### src/rtl/pc_fetch_ctrl.sv
// pc_fetch_ctrl: fetch front end -- next-PC generation, request handshake, in-order kill queue.
// Optional define PC_ADEL_CHECK_EN: misaligned PCs become address-error entries instead of fetches.
module pc_fetch_ctrl #(
  parameter logic [31:0] RESET_ADDR      = 32'hbfc00000,
  parameter logic [31:0] EXCEPT_ADDR     = 32'hbfc00380,
  parameter int          MAX_OUTSTANDING = 2
) (
  input  logic        clk,
  input  logic        rst,
  input  logic        pc_write,
  input  logic        jsrc,
  input  logic [1:0]  pcsrc,
  input  logic [31:0] jr_target,
  input  logic [31:0] j_target,
  input  logic [31:0] br_addr,
  input  logic        eret,
  input  logic [31:0] epc,
  input  logic        ex_int_handle,
  output logic        req_valid,
  output logic [31:0] req_addr,
  input  logic        req_ready,
  input  logic        resp_valid,
  input  logic [31:0] resp_inst,
  output logic        out_valid,
  output logic [31:0] out_pc,
  output logic [31:0] out_inst,
  output logic        out_adel,
  output logic        out_abnormal,
  input  logic        out_ready
);

  localparam int QW = (MAX_OUTSTANDING > 1) ? $clog2(MAX_OUTSTANDING) : 1;
  localparam logic [QW-1:0] PTR_LAST = QW'(MAX_OUTSTANDING - 1);

  logic                       rst_q;
  logic [31:0]                pc_q, pc_d;
  logic                       abn_pend_q, abn_pend_d;
  logic [MAX_OUTSTANDING-1:0] q_vld_q, q_vld_d;
  logic [MAX_OUTSTANDING-1:0] q_kill_q, q_kill_d;
  logic [MAX_OUTSTANDING-1:0] q_abn_q, q_abn_d;
  logic [31:0]                q_pc_q [MAX_OUTSTANDING];
  logic [31:0]                q_pc_d [MAX_OUTSTANDING];
  logic [QW-1:0]              rd_ptr_q, rd_ptr_d, wr_ptr_q, wr_ptr_d;
  logic                       out_valid_q, out_valid_d;
  logic [31:0]                out_pc_q, out_pc_d;
  logic [31:0]                out_inst_q, out_inst_d;
  logic                       out_adel_q, out_adel_d;
  logic                       out_abn_q, out_abn_d;
`ifdef PC_ADEL_CHECK_EN
  logic                       adel_done_q, adel_done_d;
`endif

  logic        queue_full, queue_empty, live_any, out_hold, pc_misaligned;
  logic        issue, pop, redirect;
  logic [31:0] redirect_pc;

  function automatic logic [QW-1:0] ptr_inc(input logic [QW-1:0] p);
    return (p == PTR_LAST) ? '0 : p + 1'b1;
  endfunction

  assign queue_full  = &q_vld_q;
  assign queue_empty = ~|q_vld_q;
  assign live_any    = |(q_vld_q & ~q_kill_q);
  // A live fetch will land in the output register; stop issuing while it is occupied.
  assign out_hold    = out_valid_q && !out_ready && live_any;
`ifdef PC_ADEL_CHECK_EN
  assign pc_misaligned = (pc_q[1:0] != 2'b00);
`else
  assign pc_misaligned = 1'b0;
`endif

  assign req_valid = !rst_q && !queue_full && !out_hold && !pc_misaligned;
  assign req_addr  = pc_q;
  assign issue     = req_valid && req_ready;
  assign pop       = resp_valid && !queue_empty;

  always_comb begin
    redirect    = 1'b1;
    redirect_pc = EXCEPT_ADDR;
    if (ex_int_handle) begin
      redirect_pc = EXCEPT_ADDR;
    end else if (eret) begin
      redirect_pc = epc;
    end else if (pc_write && pcsrc == 2'd1) begin
      redirect_pc = jsrc ? jr_target : j_target;
    end else if (pc_write && pcsrc == 2'd2) begin
      redirect_pc = br_addr;
    end else begin
      redirect    = 1'b0;
      redirect_pc = pc_q;
    end
  end

  always_comb begin
    pc_d        = pc_q;
    abn_pend_d  = abn_pend_q;
    q_vld_d     = q_vld_q;
    q_kill_d    = q_kill_q;
    q_abn_d     = q_abn_q;
    q_pc_d      = q_pc_q;
    rd_ptr_d    = rd_ptr_q;
    wr_ptr_d    = wr_ptr_q;
    out_valid_d = out_valid_q;
    out_pc_d    = out_pc_q;
    out_inst_d  = out_inst_q;
    out_adel_d  = out_adel_q;
    out_abn_d   = out_abn_q;
`ifdef PC_ADEL_CHECK_EN
    adel_done_d = adel_done_q;
`endif

    if (out_valid_q && out_ready) out_valid_d = 1'b0;

    if (pop) begin
      q_vld_d[rd_ptr_q] = 1'b0;
      rd_ptr_d          = ptr_inc(rd_ptr_q);
      if (!q_kill_q[rd_ptr_q]) begin
        out_valid_d = 1'b1;
        out_pc_d    = q_pc_q[rd_ptr_q];
        out_inst_d  = resp_inst;
        out_adel_d  = 1'b0;
        out_abn_d   = q_abn_q[rd_ptr_q];
      end
    end

`ifdef PC_ADEL_CHECK_EN
    // Report the bad PC once, after older fetches have drained; only a redirect re-arms it.
    if (pc_misaligned && !adel_done_q && queue_empty && (!out_valid_q || out_ready)) begin
      out_valid_d = 1'b1;
      out_pc_d    = pc_q;
      out_inst_d  = '0;
      out_adel_d  = 1'b1;
      out_abn_d   = abn_pend_q;
      abn_pend_d  = 1'b0;
      adel_done_d = 1'b1;
    end
`endif

    if (issue) begin
      q_vld_d[wr_ptr_q]  = 1'b1;
      q_kill_d[wr_ptr_q] = 1'b0;
      q_abn_d[wr_ptr_q]  = abn_pend_q;
      q_pc_d[wr_ptr_q]   = pc_q;
      wr_ptr_d           = ptr_inc(wr_ptr_q);
      pc_d               = pc_q + 32'd4;
      abn_pend_d         = 1'b0;
    end

    // Killing every slot also covers an entry pushed this cycle; free slots are rewritten on push.
    if (redirect) begin
      pc_d        = redirect_pc;
      q_kill_d    = '1;
      out_valid_d = 1'b0;
      out_pc_d    = '0;
      out_inst_d  = '0;
      out_adel_d  = 1'b0;
      out_abn_d   = 1'b0;
      abn_pend_d  = ex_int_handle | eret;
`ifdef PC_ADEL_CHECK_EN
      adel_done_d = 1'b0;
`endif
    end
  end

  always_ff @(posedge clk) begin
    rst_q <= rst;
    if (rst) begin
      pc_q        <= RESET_ADDR;
      abn_pend_q  <= 1'b0;
      q_vld_q     <= '0;
      q_kill_q    <= '0;
      q_abn_q     <= '0;
      rd_ptr_q    <= '0;
      wr_ptr_q    <= '0;
      out_valid_q <= 1'b0;
      out_pc_q    <= '0;
      out_inst_q  <= '0;
      out_adel_q  <= 1'b0;
      out_abn_q   <= 1'b0;
`ifdef PC_ADEL_CHECK_EN
      adel_done_q <= 1'b0;
`endif
    end else begin
      pc_q        <= pc_d;
      abn_pend_q  <= abn_pend_d;
      q_vld_q     <= q_vld_d;
      q_kill_q    <= q_kill_d;
      q_abn_q     <= q_abn_d;
      q_pc_q      <= q_pc_d;
      rd_ptr_q    <= rd_ptr_d;
      wr_ptr_q    <= wr_ptr_d;
      out_valid_q <= out_valid_d;
      out_pc_q    <= out_pc_d;
      out_inst_q  <= out_inst_d;
      out_adel_q  <= out_adel_d;
      out_abn_q   <= out_abn_d;
`ifdef PC_ADEL_CHECK_EN
      adel_done_q <= adel_done_d;
`endif
    end
  end

  assign out_valid    = out_valid_q;
  assign out_pc       = out_pc_q;
  assign out_inst     = out_inst_q;
  assign out_adel     = out_adel_q;
  assign out_abnormal = out_abn_q;

endmodule

### config.mk
export PLATFORM = sky130hd
export DESIGN_NAME = pc_fetch_ctrl
export DESIGN_NICKNAME = d
export VERILOG_FILES = /design/src/rtl/pc_fetch_ctrl.sv
export SDC_FILE = /design/constraint.sdc
export NUM_CORES = 1
export LEC_CHECK = 0
export ABC_CLOCK_PERIOD_IN_PS = 3600
export BUFFER_PORTS_ARGS = -buffer_cell sky130_fd_sc_hd__buf_2
export CAP_MARGIN = 20
export CORE_MARGIN = 2
export CORE_UTILIZATION = 46
export CTS_CLUSTER_SIZE = 8
export DETAILED_ROUTE_END_ITERATION = 10
export GPL_ROUTABILITY_DRIVEN = 0
export PLACE_DENSITY = 0.77
export SYNTH_ARGS = -nofsm -noshare
export SYNTH_HDL_FRONTEND = slang
export SYNTH_SLANG_ARGS = --single-unit
### constraint.sdc
create_clock -name clk -period 3.6 [get_ports clk]
set_input_delay 0.18 -clock clk [delete_from_list [all_inputs] [get_ports clk]]
set_output_delay 0.18 -clock clk [all_outputs]
set_load 0.01 [all_outputs]
# Word level (Yosys, flattened, before mapping)

Index checks and enable logic that the tools add are counted.

$add $sub $neg: 3
Multiply operators: 0
Div/mod/pow operators: 0
Magnitude comparators: 7
Eq/ne operators: 3
Shift-type cells: 0
Multiplexer cells: 37
Bitwise logic cells: 12
Reductions and logical operators: 24

Operator list:

| kind                                                       | number |
|---|---|
| two-way mux 32 bit                                         | 11 |
| bitwise mux 64 bit                                         | 1 |
| adder 32 x 3 -> 32 bit, second input constant              | 1 |
| demux 32 bit (select 1 bit)                                | 1 |
| two-way mux 1 bit                                          | 17 |
| logical AND 1 bit                                          | 12 |
| two-way mux 2 bit                                          | 4 |
| AND reduction 2 bit                                        | 4 |
| AND 2 bit                                                  | 3 |
| inverter 2 bit                                             | 3 |
| OR reduction 2 bit                                         | 3 |
| inequality test 5 x 3 -> 1 bit, second input constant      | 1 |
| greater-or-equal comparator 2 bit, second input constant   | 2 |
| logical NOT 1 bit                                          | 4 |
| less-than comparator 1 x 2 -> 1 bit, second input constant | 2 |
| inverter 1 -> 2 bit                                        | 2 |
| adder 1 bit, second input constant                         | 2 |
| bitwise mux 2 bit                                          | 1 |
| demux 1 bit (select 1 bit)                                 | 2 |
| == test 2 x 1 -> 1 bit, second input constant              | 1 |
| == test 2 bit, second input constant                       | 1 |
| greater-or-equal comparator 1 bit, second input constant   | 2 |
| less-than comparator 2 x 1 -> 1 bit, second input constant | 1 |
| inverter 1 bit                                             | 2 |
| other kinds (3)                                            | 3 |

Register bits: 172
Bits in latches: 0
RAM bits: 0
Memory bits (read-only): 0
Word-level logic and storage cells: 100
Memories kept: 0

# Longest topological paths before layout

Gate-level depths: netlist of run 1.

Depth after elaboration: 9
Mapped depth: 8
Depth with buffers taken out: 6

# Worst setup path after synthesis of run 1

Ideal clock, no wire load.

Path type: reg-to-reg
From: register q_vld_q[1]
To: register q_pc_q[32] (netlist name) (enable)
Setup time: 461 ps
Data arrival time: 3,196 ps
Data required time: 3,139 ps
Setup slack: -57 ps
Cell stages (with the launch flop): 7
Path through: dfxtp_1 > a21oi_1 > and2_1 > buf_2 > nand2_1 > buf_6 > nor3_1

Cells in the longest elaborated chain, start to end: 7

RTL lines:

| item                            | line | source |
|---|---|---|
| from (decl)                     | 38   | `logic [MAX_OUTSTANDING-1:0] q_vld_q, q_vld_d;` |
| from (signal assigned)          | 186  | `q_vld_q <= q_vld_d;` |
| AND 2 bit                       | 63   | `assign live_any = \|(q_vld_q & ~q_kill_q);` |
| OR reduction 2 bit              | 63   |  |
| logical AND 1 bit               | 65   | `assign out_hold = out_valid_q && !out_ready && live_any;` |
| logical NOT 1 bit               | 72   | `assign req_valid = !rst_q && !queue_full && !out_hold && !pc_misaligned;` |
| logical AND 1 bit *             | 72   |  |
| logical AND 1 bit *             | 74   | `assign issue = req_valid && req_ready;` |
| AND reduction 2 bit (no line) * | -    |  |
| to (signal assigned)            | 189  | `q_pc_q <= q_pc_d;` |
| to (decl)                       | 41   | `logic [31:0] q_pc_q [MAX_OUTSTANDING];` |

Every way passes the cells marked *; elsewhere a longest branch is shown, timed or not.
A chain may end at the register's enable or synchronous reset.

# Worst setup path in the final report of run 1

From: register q_kill_q[1]
To: register q_pc_q[56] (netlist name) (enable)

Cells in the longest elaborated chain, start to end: 8

RTL lines:

| item                          | line | source |
|---|---|---|
| from (decl)                   | 39   | `logic [MAX_OUTSTANDING-1:0] q_kill_q, q_kill_d;` |
| from (signal assigned)        | 187  | `q_kill_q <= q_kill_d;` |
| inverter 2 bit                | 63   |  |
| AND 2 bit                     | 63   |  |
| OR reduction 2 bit            | 63   |  |
| logical AND 1 bit             | 65   |  |
| logical NOT 1 bit             | 72   |  |
| logical AND 1 bit             | 72   |  |
| logical AND 1 bit             | 74   |  |
| AND reduction 2 bit (no line) | -    |  |

Every way passes these cells.

==> results.sh, run 1 <==
export IMPL_crit_fanout=32
export IMPL_fin_crit_sh_pct=71.5
export IMPL_synth_edff_count=64
export IMPL_synth_area_um2=7940
export IMPL_switchingPower_w=0.00105
export IMPL_antenna_found_initial=1
export IMPL_synth_seq_cells=172
export IMPL_drt_initial_drc_count=650
export IMPL_max_freq_mhz=389
export IMPL_maxSlewHeadroom_pct=30.7
export IMPL_hpwlAfterDp_um=16000
export IMPL_drt_first_pass_iters=7
export IMPL_ys_flop_type="dfxtp_1"
export IMPL_core_area_um2=17100
export IMPL_post_cts_buffers=0
export IMPL_maxCapViolCount=0
export IMPL_syn_nets=989
export IMPL_synth_top_area_share_pct=27.2
export IMPL_grt_pass1_vias=6688
export IMPL_cts_tree="done"
export IMPL_syn_inst=817
export IMPL_period_minus_slack_ns=2.57
export IMPL_cts_resized=0
export IMPL_p_clk_share_pct=41.3
export IMPL_yosys_top_cells_area="dfxtp_1 27%, edfxtp_1 24%, mux2i_1 7.1%, nand2_1 5.3%, a211oi_1 4.6%"
export IMPL_ys_warn_count=0
export IMPL_peakVddDrop_uv=298
export IMPL_grt_usage_pct=23.9
export IMPL_final_common_cell="buf_2"
export IMPL_drive_above_1_share_pct=31.2
export IMPL_drt_vias_per_instance=5.43
export IMPL_p_sw_share_pct=23.8
export IMPL_die_h_um=135
export IMPL_ys_async_sr_fraction_pct=0
export IMPL_clk_pin_slew_ns=0.06
export IMPL_holdCritPathClass="in -> reg"
export IMPL_antenna_left=0
export IMPL_wl_um=22500
export IMPL_io_pins=271
export IMPL_avgSynthCellArea_um2=9.71
export IMPL_rows=48
export IMPL_insertion_delay_ns=0.42
export IMPL_port_buffers=269
export IMPL_fin_tns_setup_ns=0
export IMPL_clock_skew_ns=0.00944
export IMPL_required_ns=3.66
export IMPL_nFillCells=1419
export IMPL_rsz0062_at_grt="false"
export IMPL_whs_ns=0.0292
export IMPL_worst_pin_slew_ns=1.04
export IMPL_die_w_um=135
export IMPL_seq_power_share_pct=48.0
export IMPL_startpoint_type="register"
export IMPL_rrSetupSlack_ns=1.03
export IMPL_power_share_combinational_pct=10.7
export IMPL_htree_num_levels=4
export IMPL_nets=1256
export IMPL_finalPower_w=0.00441
export IMPL_cts_sinks=172
export IMPL_grt_max_degree=73
export IMPL_vias=7180
export IMPL_cts_buffer_depth=2
export IMPL_worstPathArrival_ns=2.63
export IMPL_gr_total_overflow=0
export IMPL_slew_violations=0
export IMPL_setup_viol=0
export IMPL_synthDistinctLibCells=68
export IMPL_reg2regPathDepth=5
export IMPL_worstSetupPathType="reg -> reg"
export IMPL_start_util_pct=46.5
export IMPL_grt_pass1_wl_um=34200
export IMPL_die_area_um2=18300
export IMPL_final_hold_viol_count=0
export IMPL_final_cell_mix="269 x buf_2, 112 x nand2_1, 107 x dfxtp_1"
export IMPL_cp_startpoint="q_kill_q[1]"
export IMPL_cts_buffers=17
export IMPL_timing_rr_start="q_kill_q[1]"
export IMPL_synth_area_leader_cell="dfxtp_1"
export IMPL_ys_seq_area_share_pct=51.5
export IMPL_placed_area_um2=9400
export IMPL_drcViolationCount=0
export IMPL_wl_per_cell_um=17.0
export IMPL_worstReg2RegEnd="q_pc_q[56]"
export IMPL_status="finished clean"
export IMPL_root_buffer="clkbuf_16"
export IMPL_fin_area_um2=10300
export IMPL_cp_endpoint="q_pc_q[56]"
export IMPL_worstSetupEndpointType="register"
export IMPL_power_density_nw_per_um2=429
export IMPL_p_int_w=0.00336
export IMPL_p_leak_nw=4.13
export IMPL_synthToLayoutAreaGrowth_pct=29.7
[how the worst min path moves through the flow]
| stage | from | end | cells past startpoint |
|---|---|---|---|
| 6_report | resp_inst[12] | out_inst[12] | 3 |
| 5_1_grt | resp_inst[29] | out_inst[29] | 3 |
| 4_1_cts | resp_inst[29] | out_inst[29] | 3 |
| 3_5_place_dp | resp_inst[3] | out_inst[3] | 3 |
| 3_3_place_gp | resp_inst[6] | out_inst[6] | 3 |
| 2_1_floorplan | rst | rst_q | 0 |
[power groups by stage]
stage | clock network, W | registers, W | logic [W]
2_1_floorplan | 0 | 0.00215 | 0.000256
3_3_place_gp | 0 | 0.00216 | 0.000443
3_5_place_dp | 0 | 0.00216 | 0.000445
4_1_cts | 0.00187 | 0.00211 | 0.000472
5_1_grt | 0.00194 | 0.00212 | 0.000516
6_report | 0.00182 | 0.00212 | 0.000473
[routing by layer]
metal / GRT usage (%) / part of all wire (%)
met3: 5.01 / 8.1
met1: 29.9 / 42
met2: 41.1 / 48
met4: 8.56 / 1.9
met5: 0 / 0
[flip-flops by register name, indices dropped and copies added (netlist names)]
register / cells
wr_ptr_q: 1
abn_pend_q: 1
q_vld_q: 2
q_pc_q: 64
out_inst: 32
rst_q: 1
out_abnormal: 1
out_valid: 1
rd_ptr_q: 1
q_abn_q: 2
req_addr: 32
out_pc: 32
q_kill_q: 2
[kinds of logic (layout without fill, tap and decap cells)]
kind of cell               after synthesis  after routing  synth area share [%]
and+or+nand+nor                        304            304                  18.2
DFF                                    172            172                  51.5
buffers and inverters                   69            349                  4.07
muxes                                   64             64                  8.20
AOI/OAI and AO/OA                      200            200                  17.2
xor gates and xnor gates                 6              6                 0.662
other                                    1              2                0.0473
adders and majority gates                1              1                 0.158
[cells in the mapped netlist, types with 5 or more instances]
cell	count
a211oi_1	49
a21o_1	5
a21oi_1	56
a311oi_1	5
a31oi_1	5
a32oi_1	9
and2_1	5
buf_2	12
clkbuf_1	39
dfxtp_1	108
edfxtp_1	64
inv_1	5
mux2_2	8
mux2i_1	56
nand2_1	113
nand2b_1	5
nand3_1	10
nand3b_1	5
nand4_1	15
nor2_1	89
nor2b_1	12
nor3_1	19
nor4_1	5
o211ai_1	7
o21ai_0	17
o31ai_1	14
or3_1	7
[per-stage QoR]
step,setup WS [ns],instances,utilization (%)
2_1_floorplan,0.937,817,-
3_3_place_gp,1.12,1261,55.1
3_5_place_dp,1.05,1261,55.1
4_1_cts,1.07,1322,60.4
5_1_grt,0.913,1322,60.4
6_report,1.03,1323,60.4
[critical path, cell delays in order, from the launching register on]
cell      delay, ns
dfxtp_1        0.35
nand2b_1       0.15
a21o_1         0.56
nand2_1        0.49
nor3_4         0.23
buf_4          0.44
[timing repair]
action	in CTS	in global routing
hold buffers	29	0
endpoints found under the hold margin	29	0
endpoints found under the setup margin	0	0
[area by class of cell]
cell class	instances	area, um^2	share of cell area (%)
antenna	1	2.50	0.0243
clock buffer	20	468	4.54
clock inverter	12	136	1.32
inverter	5	18.8	0.182
multi-input combinational	576	3550	34.5
sequential	172	4090	39.7
tap	225	282	2.73
timing repair buffer	312	1750	17.0
Note: power is estimated with default switching activity, not from simulation.
==> run 2, diff against run 1 <==
- ABC_CLOCK_PERIOD_IN_PS: 3600 -> 2300
- clock period: 3.6 -> 2.3 ns (I/O delays scaled with it)
==> run 2 against run 1 <==
Against the previous run:
- clock skew fell by 0.00082 ns
- register-to-register slack lost 0.84 ns
- critical path depth up 1
- critical path type unchanged
==> results.sh, run 2 (synthesis results as in run 1) <==
export IMPL_slowest_stage="nor4_4"
export IMPL_max_freq_mhz=474
export IMPL_drt_initial_drc_count=653
export IMPL_fin_crit_sh_pct=91.6
export IMPL_wl_per_cell_um=17.2
export IMPL_drcViolationCount=0
export IMPL_critPathBufInv=0
export IMPL_peakVddDrop_uv=496
export IMPL_grt_pass1_wl_um=34900
export IMPL_p_clk_share_pct=42.4
export IMPL_drt_vias_per_instance=5.45
export IMPL_root_buffer="clkbuf_16"
export IMPL_port_buffers=269
export IMPL_startpoint_type="register"
export IMPL_drt_first_pass_iters=7
export IMPL_final_util_pct=62.0
export IMPL_io_pins=271
export IMPL_worstSetupPathType="reg -> reg"
export IMPL_hpwlAfterDp_um=17000
export IMPL_cts_buffer_depth=2
export IMPL_die_h_um=135
export IMPL_slew_violations=0
export IMPL_final_cell_mix="269 x buf_2, 112 x nand2_1, 107 x dfxtp_1"
export IMPL_grt_usage_pct=24.7
export IMPL_worstPathArrival_ns=2.43
export IMPL_wl_um=23200
export IMPL_grt_max_degree=99
export IMPL_htree_num_levels=4
export IMPL_instances_no_fill=1351
export IMPL_die_area_um2=18300
export IMPL_p_int_w=0.00545
export IMPL_synthToLayoutAreaGrowth_pct=33.2
export IMPL_crit_fanout=6
export IMPL_grt_pass1_vias=6623
export IMPL_place_inst=1286
export IMPL_rsz0062_at_grt="false"
export IMPL_status="finished clean"
export IMPL_antenna_left=0
export IMPL_setup_viol=0
export IMPL_worst_pin_slew_ns=0.688
export IMPL_fin_tns_setup_ns=0
export IMPL_period_minus_slack_ns=2.11
export IMPL_cts_tree="done"
export IMPL_top_register="q_pc_q"
export IMPL_nets=1285
export IMPL_final_hold_viol_count=0
export IMPL_clk_pin_slew_ns=0.07
export IMPL_finalPower_w=0.00712
export IMPL_power_density_nw_per_um2=673
export IMPL_core_area_um2=17100
export IMPL_rows=48
export IMPL_required_ns=2.62
export IMPL_cts_resized=0
export IMPL_final_common_cell="buf_2"
export IMPL_insertion_delay_ns=0.43
export IMPL_cts_sinks=172
export IMPL_cp_top_family="simple AND/OR/NAND/NOR gates"
export IMPL_largest_reg_flops=64
export IMPL_p_leak_nw=4.28
export IMPL_holdCritPathClass="in -> reg"
export IMPL_critPathMaxStageDelay_ns=0.50
export IMPL_n_antenna_cell=0
export IMPL_vias=7362
export IMPL_switchingPower_w=0.00167
export IMPL_antenna_found_initial=0
export IMPL_p_sw_share_pct=23.5
export IMPL_clock_skew_ns=0.00861
export IMPL_worstSetupEndpointType="register"
export IMPL_maxCapViolCount=0
export IMPL_maxSlewHeadroom_pct=54.1
export IMPL_cts_buffers=17
export IMPL_power_share_combinational_pct=11.4
export IMPL_cp_cell_sequence="ha_1, nand4_4, nor4_4, nand2_4, or3_1, a32o_1"
export IMPL_die_w_um=135
export IMPL_seq_power_share_pct=46.2
export IMPL_start_util_pct=46.5
export IMPL_gr_total_overflow=0
export IMPL_drive_above_1_share_pct=32.5
[run 2: area by class of cell]
class	instances	area, um^2
clock buffers	18	439
clock inverters	14	193
fillers	1438	6480
inverters	5	18.8
multi-input cells	576	3550
flip-flops and latches	172	4090
well taps	225	282
repair buffers	341	2010
[run 2: what timing repair did]
| item | CTS | global route |
|---|---|---|
| hold buffers | 33 | 0 |
| setup buffers | 0 | 0 |
| hold endpoints to repair | 33 | 0 |
[run 2: per-layer routing]
layer  up-vias  GRT usage, %  part of all wire [%]
met2       373          40.9                    47
met4         0          11.7                   4.0
met5         -             0                     0
met1      3326          31.3                    41
li1       3601             -                     -
met3        62          4.90                   7.7
[run 2: stage by stage]
step | hold slack [ns] | area [um^2] | setup WS (ns)
after floorplan | 0.143 | 7950 | 0.117
after global placement | 0.357 | 9610 | 0.316
after detailed placement | 0.361 | 9610 | 0.216
after CTS | 0.0418 | 10600 | 0.230
after global routing | 0.0785 | 10600 | 0.133
final | 0.0617 | 10600 | 0.192
[run 2: worst register-to-register path: cells and delay by family, from the launching register on]
family	cells	cell delay, ns
compound gates	1	0.26
fa+ha+maj	1	0.27
flops	1	0.34
simple gates	4	1.13
[run 2: final timing paths]
| kind | start | slack (ns) | endpoint | cells past startpoint |
|---|---|---|---|---|
| min reg2reg | out_inst[13] | 0.45 | out_inst[13] | 2 |
| max reg2reg | req_addr[2] | 0.19 | req_addr[30] | 6 |
| min | epc[2] | 0.06 | req_addr[2] | 5 |
| max | req_addr[2] | 0.19 | req_addr[30] | 6 |
[run 2: power by group through the flow]
| stage | Clock, W | Combinational, W | Sequential [W] |
|---|---|---|---|
| 6_report | 0.00302 | 0.000814 | 0.00329 |
| 2_1_floorplan | 0 | 0.000401 | 0.00336 |
| 3_5_place_dp | 0 | 0.000764 | 0.00336 |
| 4_1_cts | 0.00308 | 0.000809 | 0.00329 |
| 3_3_place_gp | 0 | 0.000757 | 0.00335 |
| 5_1_grt | 0.00320 | 0.000884 | 0.00330 |
